===== src/rtl/tx_ring_writer.sv =====
// tx_ring_writer: writes a valid/ready byte stream into the FT600 bridge TX ring with
// full-based back-pressure, occupancy reporting and byte/packet/stall statistics.
module tx_ring_writer #(
   parameter int TX_BUFFER       = 16,
   parameter int TX_BUFFER_WIDTH = $clog2(TX_BUFFER)
) (
   input  logic                       clk_i,
   input  logic                       rst_ni,
   input  logic                       s_valid_i,
   input  logic [7:0]                 s_data_i,
   input  logic                       s_last_i,
   output logic                       s_ready_o,
   output logic [8*TX_BUFFER-1:0]     tx_buf_o,
   output logic [TX_BUFFER_WIDTH-1:0] tx_buf_send_o,
   input  logic [TX_BUFFER_WIDTH-1:0] tx_buf_sent_i,
   output logic [TX_BUFFER_WIDTH-1:0] level_o,
   output logic                       stalled_o,
   input  logic                       stat_clear_i,
   output logic [31:0]                byte_count_o,
   output logic [15:0]                pkt_count_o,
   output logic [15:0]                stall_count_o
);
   localparam logic [TX_BUFFER_WIDTH-1:0] PTR_ONE = {{(TX_BUFFER_WIDTH-1){1'b0}}, 1'b1};
   logic [TX_BUFFER-1:0][7:0] buf_q, buf_d;
   logic [TX_BUFFER_WIDTH-1:0] send_q, send_d, sent_q;
   logic [31:0] byte_q, byte_d;
   logic [15:0] pkt_q, pkt_d, stall_q, stall_d;
   logic stalled_q, full, acc, stall;
   // One slot is always left empty so full and empty stay distinguishable
   assign full          = (send_q + PTR_ONE) == sent_q;
   assign s_ready_o     = !full;
   assign acc           = s_valid_i && !full;
   assign stall         = s_valid_i && full;
   assign tx_buf_o      = buf_q;
   assign tx_buf_send_o = send_q;
   assign level_o       = send_q - sent_q;
   assign stalled_o     = stalled_q;
   assign byte_count_o  = byte_q;
   assign pkt_count_o   = pkt_q;
   assign stall_count_o = stall_q;
   always_comb begin
      buf_d = buf_q;
      if (acc) buf_d[send_q] = s_data_i;
      send_d  = acc ? send_q + PTR_ONE : send_q;
      byte_d  = stat_clear_i ? '0 : byte_q + {31'b0, acc};
      pkt_d   = stat_clear_i ? '0 : pkt_q + {15'b0, acc && s_last_i};
      stall_d = stat_clear_i ? '0 : (stall && stall_q != 16'hFFFF) ? stall_q + 16'd1 : stall_q;
   end
   always_ff @(posedge clk_i or negedge rst_ni) begin
      if (!rst_ni) begin
         buf_q     <= '0;
         send_q    <= '0;
         sent_q    <= '0;
         byte_q    <= '0;
         pkt_q     <= '0;
         stall_q   <= '0;
         stalled_q <= 1'b0;
      end else begin
         buf_q     <= buf_d;
         send_q    <= send_d;
         sent_q    <= tx_buf_sent_i;
         byte_q    <= byte_d;
         pkt_q     <= pkt_d;
         stall_q   <= stall_d;
         stalled_q <= stall;
      end
   end
endmodule


===== config.mk =====
export PLATFORM = sky130hd
export DESIGN_NAME = tx_ring_writer
export DESIGN_NICKNAME = d
export VERILOG_FILES = /design/src/rtl/tx_ring_writer.sv
export SDC_FILE = /design/constraint.sdc
export NUM_CORES = 1
export LEC_CHECK = 0
export ABC_AREA = 1
export ABC_CLOCK_PERIOD_IN_PS = 7300
export CAP_MARGIN = 20
export CORE_ASPECT_RATIO = 1.75
export CORE_UTILIZATION = 25
export CTS_CLUSTER_SIZE = 25
export DETAILED_ROUTE_END_ITERATION = 10
export GPL_ROUTABILITY_DRIVEN = 0
export GPL_TIMING_DRIVEN = 0
export PLACE_DENSITY = 0.55
export SLEW_MARGIN = 20
export SYNTH_ARGS = -nofsm -noshare
export SYNTH_HDL_FRONTEND = slang
export SYNTH_SLANG_ARGS = --single-unit

===== constraint.sdc =====
create_clock -name clk_i -period 7.3 [get_ports clk_i]
set_input_delay 2.19 -clock clk_i [delete_from_list [all_inputs] [get_ports clk_i]]
set_output_delay 2.19 -clock clk_i [all_outputs]
set_load 0.05 [all_outputs]

==> metrics, run 1 <==
Post-CTS Setup Bufs 0; Setup TNS 0 ns; max-cap violations 0; syn nets between 1000 and 1500; area leader, netlist dfrtp_1; RSZ-0062 raised after global routing false; Max Slew Vio Count 0; worst rel slew slack 42.9%; clock buffer depth 3; sequential cell area fraction in the yosys report 52.7%; hpwl dp between 20000 and 30000 microns; CTS resizes 0; first-pass GRT wire length ~52000 microns; vias in the first global route 8935; Power Dens Cells 430 nW/um^2; Buffers on Ports 209; mapped cell area 9550 sq um; H-Tree Depth 1; total congestion overflow 0; std cell rows 94; LEAKAGE ~6.1 nW; DR vias/cell 4.57; Worst Hold Depth 2; clk_lat worst skew 0.53 ns; Slew @ Worst Pin 0.857 ns; CP required 5.11 ns; Starting Density 25.4%; DRT Pass-1 Iters 5; startpoint class of the critical path flop; met3 usage 3.11%; outcome completed; cts hold-fix bufs 0; Final Hold Fails 0; die width 150 microns; final setup violation count 0; Worst-path clk slew approximately 0.06 ns; top-level port count between 200 and 250; Synth cell types 32; Sink Count about 200; Finished Cell Area 13100 sq um; Reg2Reg Depth 21; CP endpoint kind primary output; root buf cell clkbuf_16; Tot Pwr 0.00562 W; post-synthesis register bit count ~200; via count 8821; Detail Route Antenna Nets 0; layout cell share with drive strength beyond 1 6.07%; synthesized instance count 1199; GR Util All Layers 17.5%; Post-route DRC 0; CP max FO 5; 1st-iter DRT viols 401; WP data arrival 2.92 ns; Die ar. 39000 sq um; Tcrit/Tclk final between 60% and 70%; DP Area roughly 12000 sq um; Clock Skews 0.0199 ns; routed wire length about 34000 microns; chip height ~260 microns; Synth top area share 52.7%; Final #Nets roughly 1500; crit path time final 5.11 ns; Worst VDD drop 0.000292 V; Worst Hold Class reg2reg; TritonCTS clock tree built; routed len/inst roughly 18 microns; Final Util a little over a third; GR peak layer met2; Post-Syn Area per Cell around 8.0 sq um; largest net degree at the start of global routing 88; Fmax 0.196 GHz; Area growth syn-to-layout 36.7%; met2 Track Usage GR 32.8%; synth top area cells dfrtp_1, nand2_1, nand3_1; initial antenna violation count 0; crit path kind reg2out; core area about 38000 sq um; Yosys Warn Count 0; met1 Track Usage GR 18.3%; # placed instances 1890; CTS buffer count 23; # diodes 0; fin cells 1929
-- routing by layer --
metal | wire, microns | part of all wire [%] | vias to the layer above
met4 | 1620 | 4.8 | 0
met3 | 1790 | 5.3 | 80
met1 | 12500 | 37 | 4214
li1 | - | - | 4272
met5 | 0 | 0 | -
met2 | 18000 | 53 | 255
-- per-stage QoR --
step,hold slack (ns),setup WS (ns)
after floorplan,0.752,2.77
after global placement,0.454,-5.10
after detailed placement,0.457,2.13
after CTS,0.474,2.09
after global routing,0.496,2.08
final,0.468,2.19
-- cell type report --
| class | instances | area (sq um) |
|---|---|---|
| fill | 3983 | 24600 |
| sequential | 201 | 5030 |
| multi-input combinational | 866 | 3890 |
| timing repair buffer | 211 | 2150 |
| clock buffer | 29 | 618 |
| tap | 480 | 601 |
| inverter | 89 | 337 |
| buffer | 43 | 293 |
| clock inverter | 10 | 135 |
-- power by group --
| part | total (W) | switching, W | internal (W) |
|---|---|---|---|
| clock | 0.00119 | 0.000484 | 0.000704 |
| sequential | 0.00169 | 0.000253 | 0.00144 |
| combinational | 0.00274 | 0.00193 | 0.000808 |
| total | 0.00562 | 0.00267 | 0.00295 |
-- cell usage after synthesis, drive strengths merged --
cell type  number
xor2           13
inv            88
clkbuf          9
or2             1
nor3           23
ha             12
nand2         455
a21oi          14
fa              1
a31oi           2
xnor2           5
dfrtp         201
and3            1
buf            34
a211oi          1
nor2          124
o21ai          20
clkinv          1
nand3         182
nor3b           2
nand4          10
-- cell usage in the layout, fill, tap and decap left out, types with 2 or more instances in the layout --
cell type | Yosys | final
a21oi_1 | 14 | 14
a31oi_1 | 2 | 2
buf_1 | 16 | 16
buf_16 | 0 | 2
buf_4 | 2 | 2
buf_6 | 15 | 15
buf_8 | 1 | 2
bufinv_16 | 0 | 3
clkbuf_1 | 9 | 13
clkbuf_16 | 0 | 23
clkbuf_8 | 0 | 2
clkdlybuf4s50_1 | 0 | 208
clkinv_2 | 0 | 4
clkinv_4 | 0 | 2
dfrtp_1 | 201 | 201
ha_1 | 12 | 12
inv_1 | 83 | 83
inv_2 | 4 | 4
nand2_1 | 433 | 433
nand2_2 | 21 | 21
nand3_1 | 180 | 180
nand4_1 | 9 | 9
nor2_1 | 123 | 123
nor3_1 | 23 | 23
nor3b_1 | 2 | 2
o21ai_0 | 20 | 20
xnor2_1 | 5 | 5
xor2_1 | 13 | 13
-- sequential cells by signal (all words and copies together), names as in the netlist --
signal,flops
byte_count_o,32
pkt_count_o,16
sent_q,4
stall_count_o,16
stalled_o,1
tx_buf_o,128
tx_buf_send_o,4
-- worst max-delay path: stages (launching register included) --
cell             delay, ns
dfrtp_1               0.44
inv_1                 0.14
ha_1                  0.24
fa_1                  0.39
xnor2_1               0.32
clkdlybuf4s50_1       0.87
-- logic make-up after synthesis --
kind of cell | share of synthesized area (%)
flops | 52.7
buf+inv | 6.59
xor+xnor | 1.65
fa+ha+maj | 1.78
simple gates | 35.3
compound gates | 1.99
-- final timing paths --
check | from | end | slack (ns)
worst max-delay path | tx_buf_send_o[0]$_DFFE_PN0P_ | level_o[2] | 2.19
worst min-delay path | tx_buf_o[10]$_DFFE_PN0P_ | tx_buf_o[10]$_DFFE_PN0P_ | 0.47
max in group asynchronous | rst_ni | tx_buf_o[108]$_DFFE_PN0P_ | 4.57
min in group asynchronous | rst_ni | tx_buf_o[46]$_DFFE_PN0P_ | 1.57
worst min register to register | tx_buf_o[10]$_DFFE_PN0P_ | tx_buf_o[10]$_DFFE_PN0P_ | 0.47
worst max register to register | tx_buf_send_o[1]$_DFFE_PN0P_ | byte_count_o[22]$_DFF_PN0_ | 3.61
Note: power is estimated with default switching activity, not from simulation.
==> run 2: changes to the inputs <==
ABC_CLOCK_PERIOD_IN_PS = 4700   (was 7300)
clock period = 4.7 ns   (was 7.3 ns; I/O delays follow)
==> results of run 2 <==
The final DEF is identical to that of run 1. Status: completed.
Main changes from that run: setup slack after placement 2.13 ns -> 0.310 ns; setup slack after layout 2.19 ns -> 0.373 ns; register-to-register setup slack 3.61 ns -> 1.01 ns; total power 0.00562 W -> 0.00873 W; worst IR drop on VDD 0.000292 V -> 0.000454 V
==> run 3: changes to the inputs <==
CAP_MARGIN = not set   (was 20)
SKIP_CTS_REPAIR_TIMING = 1   (was not set)
TNS_END_PERCENT = 50   (was not set)
==> results of run 3 <==
The final DEF is identical to that of run 1. Status: completed.
Main changes from that run: setup slack after placement 2.13 ns -> 0.310 ns; setup slack after layout 2.19 ns -> 0.373 ns; register-to-register setup slack 3.61 ns -> 1.01 ns; total power 0.00562 W -> 0.00873 W; worst IR drop on VDD 0.000292 V -> 0.000454 V
